### src/rtl/board_pkg.sv
// Shared constants and types for the board RAM arbiter: board geometry, colour codes,
// read-return tags and clear-sequencer state encoding.
package board_pkg;

    localparam int unsigned BOARD_DIM = 26;
    localparam int unsigned CELLS     = BOARD_DIM * BOARD_DIM;
    localparam int unsigned AW        = 10;
    localparam int unsigned CW        = 3;

    localparam logic [CW-1:0] COL_BLACK   = 3'd0;
    localparam logic [CW-1:0] COL_RED     = 3'd1;
    localparam logic [CW-1:0] COL_GREEN   = 3'd2;
    localparam logic [CW-1:0] COL_YELLOW  = 3'd3;
    localparam logic [CW-1:0] COL_BLUE    = 3'd4;
    localparam logic [CW-1:0] COL_MAGENTA = 3'd5;
    localparam logic [CW-1:0] COL_CYAN    = 3'd6;
    localparam logic [CW-1:0] COL_WHITE   = 3'd7;

    typedef enum logic [1:0] {
        TAG_NONE = 2'd0,
        TAG_VID  = 2'd1,
        TAG_GAME = 2'd2
    } tag_e;

    // oor marks a read that skipped the RAM and must return colour 0
    typedef struct packed {
        tag_e tag;
        logic oor;
    } rd_tag_t;

    typedef enum logic [1:0] {
        StIdle    = 2'd0,
        StClear   = 2'd1,
        StClrDone = 2'd2
    } clr_state_e;

endpackage

### src/rtl/board_clear_seq.sv
// Board clear sequencer: sweeps every cell with a latched colour, one write per granted
// cycle, then pulses clr_done for a single cycle.
module board_clear_seq
    import board_pkg::*;
(
    input  logic          CLOCK,
    input  logic          RESET,
    input  logic          clr_start,
    input  logic [CW-1:0] clr_value,
    input  logic          clr_gnt,
    output logic          clr_req,
    output logic [AW-1:0] clr_addr,
    output logic [CW-1:0] clr_val,
    output logic          clr_claim,
    output logic          clr_busy,
    output logic          clr_done
);

    localparam logic [AW-1:0] LAST_ADDR = AW'(CELLS - 1);

    clr_state_e    state_q, state_d;
    logic [AW-1:0] addr_q, addr_d;
    logic [CW-1:0] val_q, val_d;

    always_ff @(posedge CLOCK or posedge RESET) begin
        if (RESET) begin
            state_q <= StIdle;
            addr_q  <= '0;
            val_q   <= '0;
        end else begin
            state_q <= state_d;
            addr_q  <= addr_d;
            val_q   <= val_d;
        end
    end

    always_comb begin
        state_d = state_q;
        addr_d  = addr_q;
        val_d   = val_q;
        unique case (state_q)
            StIdle: begin
                if (clr_start) begin
                    state_d = StClear;
                    addr_d  = '0;
                    val_d   = clr_value;
                end
            end
            StClear: begin
                if (clr_gnt) begin
                    if (addr_q == LAST_ADDR) begin
                        state_d = StClrDone;
                    end else begin
                        addr_d = addr_q + AW'(1);
                    end
                end
            end
            StClrDone: state_d = StIdle;
            default:   state_d = StIdle;
        endcase
    end

    assign clr_req   = (state_q == StClear);
    assign clr_busy  = (state_q == StClear);
    assign clr_done  = (state_q == StClrDone);
    assign clr_addr  = addr_q;
    assign clr_val   = val_q;
    // A start pulse already outranks a game request in the cycle it arrives
    assign clr_claim = clr_busy || ((state_q == StIdle) && clr_start);

endmodule

### src/rtl/board_mem_arbiter.sv
// Single-port board RAM arbiter: display reads first, then clear writes, then game
// requests; registered issue stage and a two-deep tag pipe for read returns.
module board_mem_arbiter
    import board_pkg::*;
#(
    parameter bit WR_VBLANK_ONLY = 1'b1
) (
    input  logic          CLOCK,
    input  logic          RESET,
    input  logic          vblank,
    input  logic          vid_req,
    input  logic [AW-1:0] vid_addr,
    output logic          vid_valid,
    output logic [CW-1:0] vid_data,
    input  logic          g_req,
    input  logic          g_we,
    input  logic [AW-1:0] g_addr,
    input  logic [CW-1:0] g_wdata,
    output logic          g_gnt,
    output logic          g_rvalid,
    output logic [CW-1:0] g_rdata,
    input  logic          clr_start,
    input  logic [CW-1:0] clr_value,
    output logic          clr_busy,
    output logic          clr_done,
    output logic          mem_en,
    output logic          mem_we,
    output logic [AW-1:0] mem_addr,
    output logic [CW-1:0] mem_wdata,
    input  logic [CW-1:0] mem_rdata,
    output logic [15:0]   defer_cnt
);

    localparam logic [AW-1:0] CELL_LIMIT = AW'(CELLS);

    logic          clr_req, clr_gnt, clr_claim;
    logic [AW-1:0] clr_addr;
    logic [CW-1:0] clr_val;
    logic          wr_ok, vid_in, g_in;

    logic          en_d, we_d;
    logic [AW-1:0] addr_d;
    logic [CW-1:0] wdata_d;
    rd_tag_t       tag_d, stage1_q, stage2_q;

    logic          mem_en_q, mem_we_q;
    logic [AW-1:0] mem_addr_q;
    logic [CW-1:0] mem_wdata_q;
    logic          vid_valid_q, g_rvalid_q;
    logic [CW-1:0] vid_data_q, g_rdata_q, rdata_ret;
    logic [15:0]   defer_q;

    board_clear_seq u_clear_seq (
        .CLOCK     (CLOCK),
        .RESET     (RESET),
        .clr_start (clr_start),
        .clr_value (clr_value),
        .clr_gnt   (clr_gnt),
        .clr_req   (clr_req),
        .clr_addr  (clr_addr),
        .clr_val   (clr_val),
        .clr_claim (clr_claim),
        .clr_busy  (clr_busy),
        .clr_done  (clr_done)
    );

    assign wr_ok   = !WR_VBLANK_ONLY || vblank;
    assign vid_in  = (vid_addr < CELL_LIMIT);
    assign g_in    = (g_addr < CELL_LIMIT);
    assign clr_gnt = clr_req && wr_ok && !vid_req;
    assign g_gnt   = g_req && !vid_req && !clr_claim && (!g_we || wr_ok);

    always_comb begin
        en_d    = 1'b0;
        we_d    = 1'b0;
        addr_d  = '0;
        wdata_d = '0;
        tag_d   = '{tag: TAG_NONE, oor: 1'b0};
        if (vid_req) begin
            tag_d.tag = TAG_VID;
            tag_d.oor = !vid_in;
            en_d      = vid_in;
            addr_d    = vid_in ? vid_addr : '0;
        end else if (clr_gnt) begin
            en_d    = 1'b1;
            we_d    = 1'b1;
            addr_d  = clr_addr;
            wdata_d = clr_val;
        end else if (g_gnt) begin
            // Out-of-range writes are acknowledged but never reach the RAM
            en_d   = g_in;
            we_d   = g_we && g_in;
            addr_d = g_in ? g_addr : '0;
            if (g_we) begin
                wdata_d = g_in ? g_wdata : '0;
            end else begin
                tag_d.tag = TAG_GAME;
                tag_d.oor = !g_in;
            end
        end
    end

    assign rdata_ret = stage2_q.oor ? '0 : mem_rdata;

    always_ff @(posedge CLOCK or posedge RESET) begin
        if (RESET) begin
            mem_en_q    <= 1'b0;
            mem_we_q    <= 1'b0;
            mem_addr_q  <= '0;
            mem_wdata_q <= '0;
            stage1_q    <= '{tag: TAG_NONE, oor: 1'b0};
            stage2_q    <= '{tag: TAG_NONE, oor: 1'b0};
            vid_valid_q <= 1'b0;
            vid_data_q  <= '0;
            g_rvalid_q  <= 1'b0;
            g_rdata_q   <= '0;
            defer_q     <= '0;
        end else begin
            mem_en_q    <= en_d;
            mem_we_q    <= we_d;
            mem_addr_q  <= addr_d;
            mem_wdata_q <= wdata_d;
            stage1_q    <= tag_d;
            stage2_q    <= stage1_q;
            vid_valid_q <= (stage2_q.tag == TAG_VID);
            g_rvalid_q  <= (stage2_q.tag == TAG_GAME);
            if (stage2_q.tag == TAG_VID) begin
                vid_data_q <= rdata_ret;
            end
            if (stage2_q.tag == TAG_GAME) begin
                g_rdata_q <= rdata_ret;
            end
            if (g_req && !g_gnt && (defer_q != 16'hFFFF)) begin
                defer_q <= defer_q + 16'd1;
            end
        end
    end

    assign mem_en    = mem_en_q;
    assign mem_we    = mem_we_q;
    assign mem_addr  = mem_addr_q;
    assign mem_wdata = mem_wdata_q;
    assign vid_valid = vid_valid_q;
    assign vid_data  = vid_data_q;
    assign g_rvalid  = g_rvalid_q;
    assign g_rdata   = g_rdata_q;
    assign defer_cnt = defer_q;

endmodule

### config.mk
export PLATFORM = sky130hd
export DESIGN_NAME = board_mem_arbiter
export DESIGN_NICKNAME = d
export VERILOG_FILES = /design/src/rtl/board_pkg.sv /design/src/rtl/board_clear_seq.sv /design/src/rtl/board_mem_arbiter.sv
export SDC_FILE = /design/constraint.sdc
export NUM_CORES = 1
export LEC_CHECK = 0
export ABC_AREA = 1
export CAP_MARGIN = 20
export CELL_PAD_IN_SITES_DETAIL_PLACEMENT = 1
export CELL_PAD_IN_SITES_GLOBAL_PLACEMENT = 2
export CORE_UTILIZATION = 28
export CTS_CLUSTER_DIAMETER = 150
export DETAILED_ROUTE_END_ITERATION = 7
export MAX_ROUTING_LAYER = met4
export PLACE_DENSITY_LB_ADDON = 0.1
export REMOVE_ABC_BUFFERS = 1
export SKIP_LAST_GASP = 1
export SLEW_MARGIN = 20
export SYNTH_ARGS = -nofsm -noshare
export SYNTH_HDL_FRONTEND = slang
export SYNTH_SLANG_ARGS = --single-unit
### constraint.sdc
create_clock -name CLOCK -period 1.95 [get_ports CLOCK]
set_input_delay 0.2925 -clock CLOCK [delete_from_list [all_inputs] [get_ports CLOCK]]
set_output_delay 0.2925 -clock CLOCK [all_outputs]
set_load 0.01 [all_outputs]
==> results.tsv, run 1 <==
stage	metric	value	unit
cells_and_area	layout_commonest_cell	nand2_1	
hold_path	hold_class	in2async	
status	outcome	completed	
cells_and_area	final_design_area_no_fill	4480	um2
clock_tree	cts_tree	yes	
critical_path	reg2reg_from	defer_cnt[1]	
clock_tree	cts_sinks	60	
timing	relSlewSlack	65.6	%
placement	io_buffers	77	
floorplan	ios	78	
critical_path	worst-setup-path-type	reg2out	
floorplan	die_area	11600	um2
floorplan	rows	38	
critical_path	path_depth	3	
critical_path	cp.arrival	1.56	ns
synth	yosys_warnings	0	
power	pwr-share-seq	42.6	%
floorplan	die_w	108	um
timing	rsz0062_at_grt	false	
critical_path	crit_end	clr_busy	
power	switching_share	30.1	%
timing	fin_setup_tns	0	ns
routing	drtIter0Drc	74	
synth	syn_area	3140	um2
cells_and_area	nets	539	
timing	finalSetupViolations	0	
timing	period_share	95.1	%
cells_and_area	layout-drive-gt1-share	13.8	%
critical_path	critPathSlowestCell	clkdlybuf4s50_1	
placement	dpl-instance-area	4240	um2
placement	place_hpwl	7540	um
placement	place_ws	-0.143	ns
clock_tree	cts_htree_levels	3	
critical_path	cp_top_family	buffers and inverters	
critical_path	slowest_delay	0.56	ns
synth	synth.avg_cell_area	7.90	um2
power	vdd_drop_max	415	uV
synth	seq_area_frac_synth	47.9	%
critical_path	critPathLaunchType	register	
clock_tree	numCtsBuffers	9	
synth	ys_ff_latch	60	
critical_path	worst-path-buf-inv	2	
critical_path	cp.required	1.66	ns
routing	vias	2965	
power	comb_power_share	21.4	%
floorplan	core	10900	um2
power	power_density	797	nW/um2
synth	synth.distinct_cells	28	
power	power_frac_clock	36.0	%
critical_path	reg2reg_setup_slack	0.29	ns
critical_path	cp_max_fo	5	
critical_path	crit_chain	inv_1 > nor2_4 > clkdlybuf4s50_1	
clock_tree	cts_root_buf	clkbuf_8	
clock_tree	clk_path_buf_depth	2	
clock_tree	clk_pin_slew_worst_paths	0.08	ns
timing	fin_crit	1.86	ns
timing	setup_ws	0.0946	ns
global_routing	grt_first_pass_wirelength	16600	um
floorplan	die_h	108	um
critical_path	reg2reg_depth	8	
power	power_switching	0.00108	W
routing	totalWireLength	9920	um
critical_path	worstReg2RegEnd	defer_cnt[3]	
timing	worstMarginPinSlew	0.515	ns
power	p_leak	2.13	nW
routing	drt-pass1-iter-count	4	
global_routing	antenna_found_initial	0	
critical_path	end_kind	primary output	
cells_and_area	syn2layout_area_growth	43.0	%
global_routing	grt_overflow_total	0	
critical_path	setup.worst_path.start	u_clear_seq.state_q[0]	
timing	drv_slew	0	
cells_and_area	stdcell_count	646	
timing	finClkSkew	0.0109	ns
cells_and_area	antenna_cells	0	
cells_and_area	layout_common_cells	nand2_1 (123), clkdlybuf4s50_1 (76), dfrtp_1 (59)	
floorplan	floorplan.initialDensity	28.8	%
flow_run	maxCapViolCount	0	
timing	hold_viol_final	0	
routing	routed_via_density	4.59	
clock_tree	post_cts_buffers	0	
placement	dp_cells	630	
power	totalPowerFinal	0.00357	W
global_routing	grtUsageTotal	19.3	%
placement	gp_congestion	0.786	
synth	synth_cells	397	
power	intPower	0.00250	W
routing	drcViolationCount	0	
routing	drtAntennaViolNets	0	
global_routing	grt_pass1_vias	3153	
global_routing	grt_max_degree	61	
timing	max_freq	539	MHz
clock_tree	insertion_delay	0.35	ns
routing	post_drt_wl_per_cell	15.4	um
-- kinds of logic after synthesis --
kind of cell / count (synthesis) / share of synthesized area [%]
xor gates and xnor gates: 14 / 3.91
and+or+nand+nor: 232 / 32.9
buffers and inverters: 50 / 6.86
muxes: 6 / 2.15
adders and majority gates: 2 / 0.798
DFF: 60 / 47.9
AOI/OAI and AO/OA: 33 / 5.46
-- worst reg2reg max path: cells and delay by family (launching register included) --
family / cells / cell delay, ns
and+or+nand+nor: 5 / 0.76
DFF: 1 / 0.42
adders and majority gates: 1 / 0.22
buffers and inverters: 1 / 0.09
AOI/OAI and AO/OA: 1 / 0.09
-- routing by layer --
metal	vias to the layer above	track usage, %	wire length (um)
met2	49	32.2	4910
met3	12	2.97	272
met1	1419	24.2	4620
met4	0	5.58	120
li1	1485	-	-
met5	-	-	0
-- stage by stage --
stage / hold WS, ns / utilization [%]
after floorplan: 0.324 / -
after global placement: 0.333 / 39.0
after detailed placement: 0.336 / 39.0
after CTS: 0.346 / 41.1
after global routing: 0.355 / 41.2
final: 0.332 / 41.2
-- synth_stat cells --
library cell,number,share of area [%]
nor2_4,1,0.36
o21ai_2,1,0.28
nor2_2,3,0.60
nand4_1,24,4.8
nand2_2,4,0.80
buf_2,3,0.48
dfrtp_1,60,48
nand2_1,124,15
nor2_1,38,4.5
nand2_4,1,0.36
inv_1,38,4.5
o21ai_1,9,1.4
nand3_1,30,4.8
xor2_1,11,3.1
nor3_1,3,0.48
or2_2,2,0.40
clkbuf_2,1,0.16
inv_2,1,0.12
buf_4,2,0.48
o21ai_0,22,3.5
buf_6,2,0.72
clkbuf_1,3,0.36
mux2_2,6,2.2
nand3_2,1,0.32
xnor2_1,3,0.84
ha_1,2,0.80
a21o_1,1,0.24
nand4_4,1,0.68
-- flip-flops by register name, indices dropped and copies added, names as in the netlist --
signal,count
mem_wdata,3
u_clear_seq.clr_val,3
vid_valid,1
stage1_q,3
g_rvalid,1
mem_we,1
mem_addr,10
g_rdata,3
mem_en,1
vid_data,3
defer_cnt,16
stage2_q,3
u_clear_seq.clr_addr,10
u_clear_seq.state_q,2
-- worst min-delay path by stage --
| stage | startpoint | end | slack (ns) | depth (start not counted) |
|---|---|---|---|---|
| 5_1_grt | stage1_q[1] | stage2_q[1] | 0.35 | 0 |
| 6_report | RESET | defer_cnt[9] | 0.33 | 3 |
| 3_5_place_dp | stage1_q[1] | stage2_q[1] | 0.34 | 0 |
| 3_3_place_gp | stage1_q[2] | stage2_q[2] | 0.33 | 0 |
| 2_1_floorplan | vid_req | stage1_q[1] | 0.32 | 0 |
| 4_1_cts | RESET | defer_cnt[9] | 0.35 | 3 |
-- layout make-up --
| type | count | area, um2 |
|---|---|---|
| fillers | 1346 | 6400 |
| flip-flops and latches | 60 | 1500 |
| multi-input cells | 287 | 1440 |
| repair buffers | 104 | 997 |
| well taps | 140 | 175 |
| inverters | 39 | 146 |
| clock buffers | 9 | 124 |
| clock inverters | 7 | 98.8 |
-- power by group through the flow --
stage	Combinational (W)	Clock, W	Sequential (W)
3_5_place_dp	0.000774	0	0.00155
3_3_place_gp	0.000754	0	0.00155
4_1_cts	0.000779	0.00132	0.00153
2_1_floorplan	0.000316	0	0.00156
6_report	0.000765	0.00129	0.00152
5_1_grt	0.000870	0.00137	0.00155
-- timing repair --
item	CTS	global route
gates resized for setup	6	2
hold buffers	0	0
endpoints found under the setup margin	18	1
pin swaps	0	0
Power figures use the tool's default switching activity.
==> run 2: changes to the inputs <==
--- a/config.mk
+++ b/config.mk
@@ -9,8 +9,9 @@
 export CAP_MARGIN = 20
 export CELL_PAD_IN_SITES_DETAIL_PLACEMENT = 1
 export CELL_PAD_IN_SITES_GLOBAL_PLACEMENT = 2
+export CORE_MARGIN = 2
 export CORE_UTILIZATION = 28
-export CTS_CLUSTER_DIAMETER = 150
+export CTS_CLUSTER_DIAMETER = 200
 export DETAILED_ROUTE_END_ITERATION = 7
 export MAX_ROUTING_LAYER = met4
 export PLACE_DENSITY_LB_ADDON = 0.1
==> results.tsv, run 2 (synthesis gave the netlist of run 1 again) <==
stage	metric	value	unit
cells_and_area	final_design_area_no_fill	4510	um2
critical_path	cp_max_fo	5	
global_routing	grt_max_degree	61	
placement	gp_congestion	0.814	
global_routing	grt_overflow_total	0	
critical_path	critPathLaunchType	register	
clock_tree	numCtsBuffers	9	
critical_path	worstReg2RegEnd	defer_cnt[5]	
global_routing	gr-usage-met1	23.0	%
timing	hold_viol_final	0	
clock_tree	clk_path_buf_depth	2	
cells_and_area	layout_commonest_cell	nand2_1	
power	vdd_drop_max	378	uV
routing	totalWireLength	9920	um
timing	finalSetupViolations	0	
timing	worstMarginPinSlew	0.522	ns
cells_and_area	final_core_util	41.4	%
critical_path	cp.arrival	1.55	ns
critical_path	setup.worst_path.start	u_clear_seq.state_q[0]	
timing	period_share	94.7	%
routing	routed_via_density	4.60	
floorplan	die_w	110	um
routing	vias	2982	
global_routing	grt.busiest_layer	met2	
timing	max_freq	541	MHz
cells_and_area	largest_register_ffs	16	
floorplan	die_area	12100	um2
routing	post_drt_wl_per_cell	15.3	um
cells_and_area	layout_common_cells	nand2_1 (123), clkdlybuf4s50_1 (76), dfrtp_1 (59)	
placement	place_hpwl	7600	um
power	power_density	824	nW/um2
floorplan	die_h	110	um
critical_path	cp.required	1.66	ns
power	totalPowerFinal	0.00372	W
global_routing	antenna_found_initial	0	
global_routing	grtUsageTotal	18.6	%
routing	drtIter0Drc	92	
placement	io_buffers	77	
global_routing	grt_first_pass_wirelength	16300	um
cells_and_area	fillers	1342	
cells_and_area	nets	541	
critical_path	reg2reg_depth	8	
power	p_leak	2.14	nW
global_routing	grt_pass1_vias	3135	
cells_and_area	layout-drive-gt1-share	14.2	%
flow_run	maxCapViolCount	0	
floorplan	rows	38	
hold_path	hold_class	in2async	
critical_path	reg2reg_setup_slack	0.26	ns
timing	drv_slew	0	
timing	rsz0062_at_grt	false	
routing	drtAntennaViolNets	0	
global_routing	grt.met2_usage	30.4	%
floorplan	core	10900	um2
floorplan	floorplan.initialDensity	28.8	%
clock_tree	clk_pin_slew_worst_paths	0.08	ns
clock_tree	post_cts_buffers	0	
cells_and_area	antenna_cells	0	
timing	relSlewSlack	65.1	%
timing	fin_crit	1.85	ns
routing	drt-pass1-iter-count	4	
timing	finClkSkew	0.0116	ns
clock_tree	cts_root_buf	clkbuf_8	
cells_and_area	stdcell_count	648	
placement	dp_cells	632	
routing	drcViolationCount	0	
cells_and_area	syn2layout_area_growth	43.8	%
clock_tree	cts_sinks	60	
critical_path	end_kind	primary output	
critical_path	reg2reg_from	defer_cnt[0]	
clock_tree	insertion_delay	0.36	ns
clock_tree	cts_htree_levels	3	
global_routing	globalRouteMet3Util	3.91	%
placement	dpl-instance-area	4240	um2
floorplan	ios	78	
timing	timing.hold.ws	0.312	ns
critical_path	worst-setup-path-type	reg2out	
status	outcome	completed	
clock_tree	cts_tree	yes	
==> run 2: metrics by stage <==
step                      worst slack [ns]  setup TNS, ns
after floorplan                      0.173              0
final                                0.103              0
after detailed placement            -0.239          -3.45
after global routing                0.0299              0
after global placement              -0.137          -2.05
after CTS                          -0.0590        -0.0590
==> run 2: worst max-delay path: stages (launching register included) <==
cell	delay (ns)
dfrtp_2	0.42
inv_1	0.08
nor2_4	0.14
clkdlybuf4s50_1	0.57
==> run 2: per-layer routing <==
layer / up-vias / routed length (um)
met5: - / 0
met3: 11 / 316
met1: 1431 / 4660
met4: 0 / 126
li1: 1493 / -
met2: 47 / 4810
==> run 2: worst max path at each step <==
stage | endpoint | slack [ns] | cells after the start
2_1_floorplan | defer_cnt[0] | 0.17 | 1
3_3_place_gp | defer_cnt[8] | -0.14 | 8
3_5_place_dp | defer_cnt[3] | -0.24 | 8
4_1_cts | clr_busy | -0.06 | 3
5_1_grt | clr_busy | 0.03 | 3
6_report | clr_busy | 0.10 | 3
==> run 2: layout make-up <==
class	count	area, um2	area share [%]
Multi-Input combinational cell	287	1440	31.9
Timing Repair Buffer	106	1000	22.2
Tap cell	140	175	3.88
Clock inverter	7	124	2.75
Sequential cell	60	1500	33.3
Clock buffer	9	124	2.75
Inverter	39	146	3.24
==> run 2: repair_timing <==
| item | 4_1_cts | 5_1_grt |
|---|---|---|
| endpoints found under the setup margin | 18 | 1 |
| hold buffers | 0 | 0 |
| pin swaps | 0 | 0 |
| resized for setup | 6 | 2 |
==> run 2: report_power, final <==
group	switching (W)	internal [W]
sequential	0.000142	0.00137
clock	0.000567	0.000857
combinational	0.000376	0.000406
